<file path="config.mk">
export PLATFORM = sky130hd
export DESIGN_NAME = updown_arbiter
export DESIGN_NICKNAME = d
export VERILOG_FILES = /design/src/rtl/updown_arbiter.sv
export SDC_FILE = /design/constraint.sdc
export NUM_CORES = 1
export LEC_CHECK = 0
export CAP_MARGIN = 20
export CORE_AREA = 2 2 39 41
export DETAILED_ROUTE_END_ITERATION = 8
export DIE_AREA = 0 0 41 43
export PLACE_DENSITY = 0.54
export SLEW_MARGIN = 0
export SYNTH_ARGS = -nofsm -noshare
export SYNTH_HDL_FRONTEND = slang
export SYNTH_SLANG_ARGS = --single-unit
</file>
<file path="constraint.sdc">
create_clock -name clk -period 3.1 [get_ports clk]
set_input_delay 0.62 -clock clk [delete_from_list [all_inputs] [get_ports clk]]
set_output_delay 0.62 -clock clk [all_outputs]
set_load 0.02 [all_outputs]
</file>
<file path="src/rtl/updown_arbiter.sv">
// rtl/updown_arbiter.sv - round-robin two-port sequencer for the up/down counter datapath
// Optional UPDOWN_ARB_STATS_EN adds the saturating rej_cnt reject counter.
module updown_arbiter (
   input  logic       clk,
   input  logic       reset_n,
   input  logic       clr_req,
   input  logic       req0,
   input  logic       req1,
   input  logic       dir0,
   input  logic       dir1,
   input  logic       z,
   input  logic       m,
   output logic       op,
   output logic       c_clr,
   output logic       c_ld,
   output logic       ack0,
   output logic       ack1,
   output logic       nack0,
   output logic       nack1,
   output logic       busy
`ifdef UPDOWN_ARB_STATS_EN
   ,
   output logic [7:0] rej_cnt
`endif
);

   typedef enum logic [2:0] {
      S_INIT   = 3'd0,
      S_IDLE   = 3'd1,
      S_EXEC   = 3'd2,
      S_REJECT = 3'd3,
      S_CLEAR  = 3'd4
   } state_t;

   state_t state, state_next;
   logic   g, g_next;
   logic   gd, gd_next;
   logic   last, last_next;
   logic   win;
   logic   win_dir;
   logic   allowed;

   // On a tie the requester that was not served most recently wins.
   assign win     = (req0 & req1) ? ~last : req1;
   assign win_dir = win ? dir1 : dir0;
   assign allowed = win_dir ? z : m;

   always_ff @(posedge clk or negedge reset_n) begin
      if (!reset_n) begin
         state <= S_INIT;
         g     <= 1'b0;
         gd    <= 1'b0;
         last  <= 1'b1;
      end else begin
         state <= state_next;
         g     <= g_next;
         gd    <= gd_next;
         last  <= last_next;
      end
   end

   always_comb begin
      state_next = state;
      g_next     = g;
      gd_next    = gd;
      last_next  = last;
      op         = 1'b0;
      c_clr      = 1'b0;
      c_ld       = 1'b0;
      ack0       = 1'b0;
      ack1       = 1'b0;
      nack0      = 1'b0;
      nack1      = 1'b0;
      busy       = 1'b0;
      case (state)
         S_INIT: begin
            c_clr      = 1'b1;
            busy       = 1'b1;
            state_next = S_IDLE;
         end
         S_IDLE: begin
            if (clr_req) begin
               state_next = S_CLEAR;
            end else if (req0 | req1) begin
               g_next     = win;
               gd_next    = win_dir;
               state_next = allowed ? S_EXEC : S_REJECT;
            end
         end
         S_EXEC: begin
            busy       = 1'b1;
            c_ld       = 1'b1;
            op         = gd;
            ack0       = ~g;
            ack1       = g;
            last_next  = g;
            state_next = S_IDLE;
         end
         S_REJECT: begin
            busy       = 1'b1;
            nack0      = ~g;
            nack1      = g;
            last_next  = g;
            state_next = S_IDLE;
         end
         S_CLEAR: begin
            busy       = 1'b1;
            c_clr      = 1'b1;
            state_next = S_IDLE;
         end
         default: begin
            busy       = 1'b1;
            c_clr      = 1'b1;
            state_next = S_INIT;
         end
      endcase
   end

`ifdef UPDOWN_ARB_STATS_EN
   always_ff @(posedge clk or negedge reset_n) begin
      if (!reset_n) begin
         rej_cnt <= 8'd0;
      end else if (state == S_CLEAR) begin
         rej_cnt <= 8'd0;
      end else if ((state == S_REJECT) && (rej_cnt != 8'hFF)) begin
         rej_cnt <= rej_cnt + 8'd1;
      end
   end
`endif

endmodule

</file>
==> flow_metrics.env, run 1 <==
export IMPL_finalCritPeriodShare_pct=79.1
export IMPL_place_ws_ps=888
export IMPL_rr_startpoint="state[1]"
export IMPL_overflow=0
export IMPL_gp_congestion=0.666
export IMPL_crit_fanout=8
export IMPL_grt_pass1_vias=279
export IMPL_boundaryPins=17
export IMPL_start_util_pct=25.9
export IMPL_die_w_um=41
export IMPL_die_area_um2=1760
export IMPL_p_switching_uw=161
export IMPL_hold_viol=0
export IMPL_antennaDiodeCount=0
export IMPL_grt_max_degree=9
export IMPL_synth_seq_area_share_pct=42.2
export IMPL_rows=14
export IMPL_synth_seq_cells=6
export IMPL_status="completed"
export IMPL_multi_input_comb_area_um2=204
export IMPL_slowest_delay_ps=600
export IMPL_nets=63
export IMPL_cts_hold_fix_buffers=0
export IMPL_numPortBuffers=16
export IMPL_hold_path_class="flop to flop"
export IMPL_cp_slowest_cell="clkdlybuf4s50_1"
export IMPL_start_kind="flop"
export IMPL_min_period_ps=2450
export IMPL_seqPwrFrac_pct=35.2
export IMPL_synth_cells=33
export IMPL_min_delay_path_depth=2
export IMPL_tns_ps=0
export IMPL_crit_arrival_ps=1830
export IMPL_slew_headroom_pct=79.2
export IMPL_comb_power_share_pct=47.4
export IMPL_die_y_um=43
export IMPL_numCtsBuffers=3
export IMPL_final_common_cell="clkdlybuf4s50_1"
export IMPL_endpoint_kind="primary output"
export IMPL_area_delta_synth_final_pct=57.5
export IMPL_antenna_found_initial=0
export IMPL_internal_power_uw=287
export IMPL_grt_setup_unrepaired="no"
export IMPL_hold_end="gd"
export IMPL_dr_total_vias=301
export IMPL_ir_drop_uv=246
export IMPL_tightest_slew_ps=311
export IMPL_wl_met1_um=293
export IMPL_postSynthAreaPerCell_um2=10.9
export IMPL_cts_sinks=6
export IMPL_wl_met2_um=312
export IMPL_finClkSkew_ps=9.48
export IMPL_nFillCells=149
export IMPL_synth_cell_types=22
export IMPL_regToRegEndpoint="gd"
export IMPL_layout_drive_gt1_share_pct=20.8
export IMPL_clockBufferDepth=2
export IMPL_path_class="flop to primary output"
export IMPL_drtAntennaViolNets=0
export IMPL_grt_total_usage_pct=9.44
export IMPL_syn_nets=42
export IMPL_clockPowerShare_pct=17.4
export IMPL_routed_wl_um=659
export IMPL_synth_yosys_warnings=0
export IMPL_dp_hpwl_um=566
export IMPL_via_per_inst=4.36
export IMPL_grt_pass1_wl_um=1100
export IMPL_wl_per_cell_um=9.55
export IMPL_cts_root_buffer="clkbuf_4"
export IMPL_required_ps=2480
export IMPL_post_cts_setup_buffer_count=0
export IMPL_ff_latch_area_um2=151
export IMPL_p_per_area_nw_per_um2=791
export IMPL_switching_share_pct=35.9
export IMPL_layout_common_cells="clkdlybuf4s50_1 (16), dfrtp_1 (5), nor2_1 (3), and2_1 (3), clkbuf_4 (3)"
export IMPL_setup_ws_ps=648
export IMPL_cts_tree="yes"
export IMPL_r2r_cells=4
export IMPL_hp_start="gd"
export IMPL_p_leak_uw=0.000238
export IMPL_final_max_slew_viol_count=0
export IMPL_drc_errors=0
export IMPL_finalSetupViolCount=0
export IMPL_clk_latency_ps=250
export IMPL_path_cells="nor2b_2 > and2b_1 > nor2b_1 > clkdlybuf4s50_1"
export IMPL_netlist_area_um2=359
export IMPL_drt_pass1_iter_count=2
export IMPL_met3WireLength_um=52
export IMPL_clk_pin_slew_ps=50
export IMPL_htreeDepth=1
export IMPL_maxCapViolCount=0
export IMPL_max_freq_mhz=408
export IMPL_top_layer="met3"
export IMPL_core_area_um2=1380
export IMPL_r2r_slack_ps=1810
export IMPL_drt_iter0_markers=1
export IMPL_cts_resized=0
[cells by family after synthesis]
| logic type | after synthesis | share of synthesized area [%] |
|---|---|---|
| AND/OR/NAND/NOR | 16 | 30.7 |
| AO/OA/AOI/OAI | 7 | 16.4 |
| flip-flops | 6 | 42.2 |
| multiplexers | 3 | 9.76 |
| buffers and inverters | 1 | 1.04 |
[critical path: cells and delay by family, from the launching register on]
kind / cells / cell delay [ps]
and+or+nand+nor: 3 / 510
buffers and inverters: 1 / 600
DFF: 1 / 470
[metrics by stage]
step | util (%) | hold slack, ps | instance area (µm²) | cells | total power [µW]
global route | 40.9 | 555 | 566 | 69 | 480
detailed placement | 39.0 | 510 | 539 | 65 | 375
CTS | 40.9 | 519 | 566 | 69 | 453
floorplan | - | 324 | 359 | 33 | 287
global placement | 39.0 | 501 | 539 | 65 | 374
finish | 40.9 | 517 | 566 | 69 | 447
[layer usage]
| metal | vias up | track usage [%] |
|---|---|---|
| li1 | 155 | - |
| met1 | 133 | 12.0 |
| met2 | 13 | 13.1 |
| met3 | 0 | 3.14 |
| met4 | 0 | 6.00 |
| met5 | - | 0 |
[area by class of cell]
| cell class | count | share of cell area [%] |
|---|---|---|
| clock buffer | 4 | 4.65 |
| inverter | 1 | 0.664 |
| multi-input combinational | 26 | 36.1 |
| sequential | 6 | 26.8 |
| tap | 16 | 3.54 |
| timing repair buffer | 16 | 28.3 |
[power groups by stage]
stage,logic (µW),clock network [µW],registers [µW]
6_report,212,77.8,157
2_1_floorplan,138,0,149
4_1_cts,215,80.0,158
3_5_place_dp,215,0,159
5_1_grt,230,84.2,165
3_3_place_gp,215,0,160
[Yosys cell counts]
cell,n,area share (%)
dfrtp_1,5,35
and2_1,3,5.2
nor2_1,3,3.1
and2b_1,2,4.2
nand2_1,2,2.1
nor2b_1,2,3.5
a21boi_2,1,3.1
a21o_1,1,2.1
a21oi_2,1,2.4
a22o_1,1,2.4
and3_2,1,2.1
dfstp_2,1,7.3
inv_1,1,1.0
mux2_1,1,3.1
mux2i_1,1,2.8
mux2i_2,1,3.8
nor2b_2,1,2.4
nor3_1,1,1.4
nor4b_4,1,6.6
o21a_2,1,2.4
o21bai_1,1,2.1
o22ai_1,1,1.7
[state kept, by name, summed over array words and instances, names as in the netlist]
signal  flops
gd          1
last        1
g           1
state       3
[worst max-delay path by stage]
stage / start / endpoint / depth (start not counted)
after floorplan: state[1] / ack0 / 3
after detailed placement: state[1] / ack0 / 4
after global placement: state[1] / ack0 / 4
after CTS: state[1] / ack0 / 4
after global routing: state[1] / ack0 / 4
final: state[1] / ack0 / 4
(Power assumes the default switching activity.)
==> run 2: changes to the inputs <==
--- a/config.mk
+++ b/config.mk
@@ -9,7 +9,7 @@
 export CORE_AREA = 2 2 39 41
 export DETAILED_ROUTE_END_ITERATION = 8
 export DIE_AREA = 0 0 41 43
-export PLACE_DENSITY = 0.54
+export PLACE_DENSITY = 0.56
 export SLEW_MARGIN = 0
 export SYNTH_ARGS = -nofsm -noshare
 export SYNTH_HDL_FRONTEND = slang
==> constraint.sdc (replaced) <==
create_clock -name clk -period 2.1 [get_ports clk]
set_input_delay 0.42 -clock clk [delete_from_list [all_inputs] [get_ports clk]]
set_output_delay 0.42 -clock clk [all_outputs]
set_load 0.02 [all_outputs]
==> run 2 against run 1 <==
Against the previous run:
- combinational power up 52%
- final area up 1.8%
- flip-flop and latch count unchanged
- die area unchanged
- wire length up 12%
- non-clock buffer count up 1
- sequential power up 44%
- clock skew down 3.2 ps
- total power up 48%
- via count unchanged
- cell count up 1.4%
- clock power up 48%
- highest routed layer unchanged
==> flow_metrics.env, run 2 (synthesized netlist as in run 1, its figures left out) <==
export IMPL_status="completed"
export IMPL_drt_iter0_markers=0
export IMPL_clk_latency_ps=250
export IMPL_grt_pass1_vias=288
export IMPL_grt_pass1_wl_um=1170
export IMPL_wl_per_cell_um=10.6
export IMPL_clk_pin_slew_ps=50
export IMPL_p_per_area_nw_per_um2=1150
export IMPL_routed_wl_um=739
export IMPL_path_class="flop to primary output"
export IMPL_gp_congestion=0.695
export IMPL_rows=14
export IMPL_finish_instance_area_um2=576
export IMPL_post_cts_setup_buffer_count=0
export IMPL_use_met3_pct=1.57
export IMPL_finalSetupViolCount=0
export IMPL_boundaryPins=17
export IMPL_regMostFlops="state"
export IMPL_dp_hpwl_um=617
export IMPL_multi_input_comb_area_um2=204
export IMPL_numCtsBuffers=3
export IMPL_required_ps=1680
export IMPL_maxCapViolCount=0
export IMPL_numPortBuffers=16
export IMPL_crit_arrival_ps=1530
export IMPL_layout_common_cells="clkdlybuf4s50_1 (9), dfrtp_1 (5), dlygate4sd2_1 (4)"
export IMPL_cts_root_buffer="clkbuf_4"
export IMPL_grt_setup_unrepaired="no"
export IMPL_p_leak_uw=0.000305
export IMPL_finalCritPeriodShare_pct=93.1
export IMPL_finClkSkew_ps=6.30
export IMPL_nets=64
export IMPL_placed_area_um2=547
export IMPL_nFillCells=150
export IMPL_min_period_ps=1950
export IMPL_use_met2_pct=15.9
export IMPL_drt_pass1_iter_count=1
export IMPL_r2r_cells=5
export IMPL_slew_headroom_pct=79.4
export IMPL_overflow=0
export IMPL_tightest_slew_ps=308
export IMPL_hold_path_class="primary input to async pin"
export IMPL_start_kind="flop"
export IMPL_max_freq_mhz=512
export IMPL_grt_max_degree=8
export IMPL_ir_drop_uv=378
export IMPL_drc_errors=0
export IMPL_tns_ps=0
export IMPL_ff_latch_area_um2=151
export IMPL_antenna_found_initial=0
export IMPL_final_common_cell="clkdlybuf4s50_1"
export IMPL_endpoint_kind="primary output"
export IMPL_grt_total_usage_pct=10.6
export IMPL_crit_fanout=7
export IMPL_use_met1_pct=11.7
export IMPL_start_util_pct=25.9
export IMPL_finish_utilization_pct=41.6
export IMPL_die_w_um=41
export IMPL_hold_viol=0
export IMPL_final_max_slew_viol_count=0
export IMPL_clockBufferDepth=2
export IMPL_layout_drive_gt1_share_pct=22.2
export IMPL_grt_busiest_layer="met2"
export IMPL_htreeDepth=1
export IMPL_antennaDiodeCount=0
export IMPL_area_delta_synth_final_pct=60.3
export IMPL_cts_hold_fix_buffers=0
export IMPL_die_area_um2=1760
export IMPL_core_area_um2=1380
export IMPL_cts_sinks=6
export IMPL_via_per_inst=4.30
export IMPL_cts_tree="yes"
export IMPL_largest_reg_flops=3
export IMPL_die_y_um=43
export IMPL_drtAntennaViolNets=0
export IMPL_dr_total_vias=301
run 2: cell count changes in the layout (fill, tap and decap cells not counted), sizes merged:
cell | previous run | this run
dlygate4sd2 | 0 | 4
dlymetal6s2s | 0 | 3
clkdlybuf4s50 | 16 | 9
buf | 0 | 1
run 2: where the power goes:
| part | total [µW] | internal [µW] | leakage [µW] | switching [µW] |
|---|---|---|---|---|
| Combinational | 323 | 174 | 0.000219 | 149 |
| Clock | 115 | 72.1 | 0.0000150 | 43.1 |
| Sequential | 226 | 174 | 0.0000712 | 52.6 |
run 2: what timing repair did:
| action | CTS | global route |
|---|---|---|
| gates resized for setup | 4 | 3 |
| pin swaps | 0 | 0 |
| gates cloned | 0 | 0 |
| setup endpoints to repair | 4 | 3 |
| hold endpoints to repair | 0 | 0 |
run 2: final cells by class:
class | count | area share, %
clock buffer | 4 | 4.57
inverter | 1 | 0.652
multi-input combinational | 26 | 35.4
sequential | 6 | 26.3
tap | 16 | 3.48
timing repair buffer | 17 | 29.6
run 2: worst max-delay path, cell delays in order, from the launching register on:
cell	delay [ps]
dfrtp_1	370
buf_4	160
o21bai_1	140
clkdlybuf4s50_1	610
run 2: worst paths after layout:
path	from	endpoint	slack, ps
max	state[1]	c_clr	150
min	reset_n	state[0]	410
max reg2reg	state[1]	gd	770
min reg2reg	gd	gd	550
max in group asynchronous	reset_n	last	1420
min in group clk	gd	gd	550
run 2: routing by layer:
metal	vias to the layer above	part of all wire (%)
li1	157	-
met1	130	43
met2	14	50
met3	0	6.8
met4	0	0
met5	-	0
run 2: per-stage QoR:
stage                     hold WS [ps]  total power [µW]  cells  worst slack (ps)
after floorplan                    124               424     33               417
after global routing               432               719     70              48.4
after global placement             516               560     66               210
after CTS                          409               684     70              10.1
after detailed placement           530               566     66               194
final                              408               664     70               146
==> run 3: changes to the inputs <==
--- a/config.mk
+++ b/config.mk
@@ -6,11 +6,12 @@
 export NUM_CORES = 1
 export LEC_CHECK = 0
 export CAP_MARGIN = 20
-export CORE_AREA = 2 2 39 41
+export CORE_MARGIN = 3
+export CORE_UTILIZATION = 25
 export DETAILED_ROUTE_END_ITERATION = 8
-export DIE_AREA = 0 0 41 43
-export PLACE_DENSITY = 0.56
+export PLACE_DENSITY = 0.52
 export SLEW_MARGIN = 0
 export SYNTH_ARGS = -nofsm -noshare
 export SYNTH_HDL_FRONTEND = slang
 export SYNTH_SLANG_ARGS = --single-unit
+export TNS_END_PERCENT = 5
==> run 3 against run 2 <==
Against the previous run:
- final area increased by 0.43%
- global-route usage decreased by 0.73 points
- sequential power about the same
- die area increased by 9.3%
- critical endpoint is now nack0
- highest routed layer unchanged
==> flow_metrics.env, run 3 (synthesized netlist as in run 1, its figures left out) <==
export IMPL_whs_ps=412
export IMPL_area_delta_synth_final_pct=61.0
export IMPL_drt_iter0_markers=2
export IMPL_status="completed"
export IMPL_wl_per_cell_um=11.3
export IMPL_use_met1_pct=11.4
export IMPL_dp_hpwl_um=661
export IMPL_grt_pass1_vias=318
export IMPL_rows=13
export IMPL_crit_start="state[2]"
export IMPL_nFillCells=131
export IMPL_finalPower_uw=666
export IMPL_layout_drive_gt1_share_pct=24.1
export IMPL_hold_path_class="primary input to async pin"
export IMPL_drc_errors=0
export IMPL_finalCritPeriodShare_pct=95.8
export IMPL_r2r_slack_ps=800
export IMPL_core_area_um2=1320
export IMPL_grt_setup_unrepaired="no"
export IMPL_max_freq_mhz=497
export IMPL_clk_latency_ps=240
export IMPL_grt_pass1_wl_um=1350
export IMPL_hold_viol=0
export IMPL_rr_startpoint="state[1]"
export IMPL_multi_input_comb_area_um2=206
export IMPL_numPortBuffers=16
export IMPL_p_leak_uw=0.000302
export IMPL_use_met3_pct=2.90
export IMPL_cts_sinks=6
export IMPL_min_period_ps=2010
export IMPL_use_met2_pct=15.1
export IMPL_clk_pin_slew_ps=50
export IMPL_overflow=0
export IMPL_boundaryPins=17
export IMPL_largest_reg_flops=3
export IMPL_final_max_slew_viol_count=0
export IMPL_grt_total_usage_pct=9.83
export IMPL_ff_latch_area_um2=151
export IMPL_start_util_pct=27.3
export IMPL_drt_pass1_iter_count=2
export IMPL_cts_root_buffer="clkbuf_4"
export IMPL_grt_busiest_layer="met2"
export IMPL_grt_max_degree=8
export IMPL_dr_total_vias=307
export IMPL_crit_arrival_ps=1590
export IMPL_clockBufferDepth=2
export IMPL_post_cts_setup_buffer_count=0
export IMPL_cts_hold_fix_buffers=0
export IMPL_antenna_found_initial=0
export IMPL_placed_area_um2=546
export IMPL_layout_common_cells="clkdlybuf4s50_1 (10), dfrtp_1 (5)"
export IMPL_p_per_area_nw_per_um2=1150
export IMPL_finalSetupViolCount=0
export IMPL_die_y_um=43.9
export IMPL_finish_instance_area_um2=578
export IMPL_htreeDepth=1
export IMPL_finish_utilization_pct=43.9
export IMPL_required_ps=1680
export IMPL_crit_fanout=5
export IMPL_regMostFlops="state"
export IMPL_gp_congestion=0.732
export IMPL_start_kind="flop"
export IMPL_maxCapViolCount=0
export IMPL_finClkSkew_ps=3.54
export IMPL_cts_tree="yes"
export IMPL_die_w_um=43.9
export IMPL_die_area_um2=1930
export IMPL_tightest_slew_ps=286
export IMPL_ir_drop_uv=408
export IMPL_nets=64
export IMPL_path_class="flop to primary output"
export IMPL_antennaDiodeCount=0
export IMPL_slew_headroom_pct=80.9
export IMPL_routed_wl_um=777
export IMPL_drtAntennaViolNets=0
export IMPL_via_per_inst=4.45
export IMPL_numCtsBuffers=3
export IMPL_endpoint_kind="primary output"
export IMPL_final_common_cell="clkdlybuf4s50_1"
export IMPL_tns_ps=0
run 3: cell count changes in the layout (fill, tap and decap cells not counted), sizes merged:
cell	delta
dlygate4sd2	-1
clkdlybuf4s50	+1
run 3: critical path, stage by stage, from the launching register on:
cell	delay, ps
dfrtp_1	450
nor2b_2	160
nand2_1	60
nor2_1	70
clkdlybuf4s50_1	600
run 3: final timing paths:
check / to / cells after the start
hold / removal: gd / 1
max in group asynchronous: last / 1
hold reg to reg: gd / 2
min in group clk: gd / 2
setup / recovery: nack0 / 4
setup reg to reg: gd / 5
run 3: layer usage:
layer / wire (µm) / share of wire, %
met1: 322 / 41
met2: 360 / 46
met3: 94 / 12
met4: 0 / 0
met5: 0 / 0
run 3: per-stage QoR:
| stage | std cells | worst slack, ps |
|---|---|---|
| 4_1_cts | 69 | 0.0977 |
| 3_5_place_dp | 65 | 155 |
| 3_3_place_gp | 65 | 218 |
| 6_report | 69 | 89.1 |
| 5_1_grt | 69 | 38.3 |
| 2_1_floorplan | 33 | 417 |
run 3: final cells by class:
| cell class | instances | share of cell area (%) |
|---|---|---|
| tap | 15 | 3.25 |
| inverter | 1 | 0.649 |
| clock buffer | 4 | 4.55 |
| timing repair buffer | 17 | 29.7 |
| multi-input combinational | 26 | 35.7 |
| sequential | 6 | 26.2 |
run 3: what timing repair did:
item,4_1_cts,5_1_grt
resized for setup,3,4
pin swaps,0,0
endpoints found under the setup margin,3,3
run 3: power breakdown:
group          internal, µW  total, µW  leakage, µW  switching [µW]
clock network          72.1        116    0.0000150            43.8
logic                   178        324     0.000216             146
registers               174        226    0.0000712            52.5
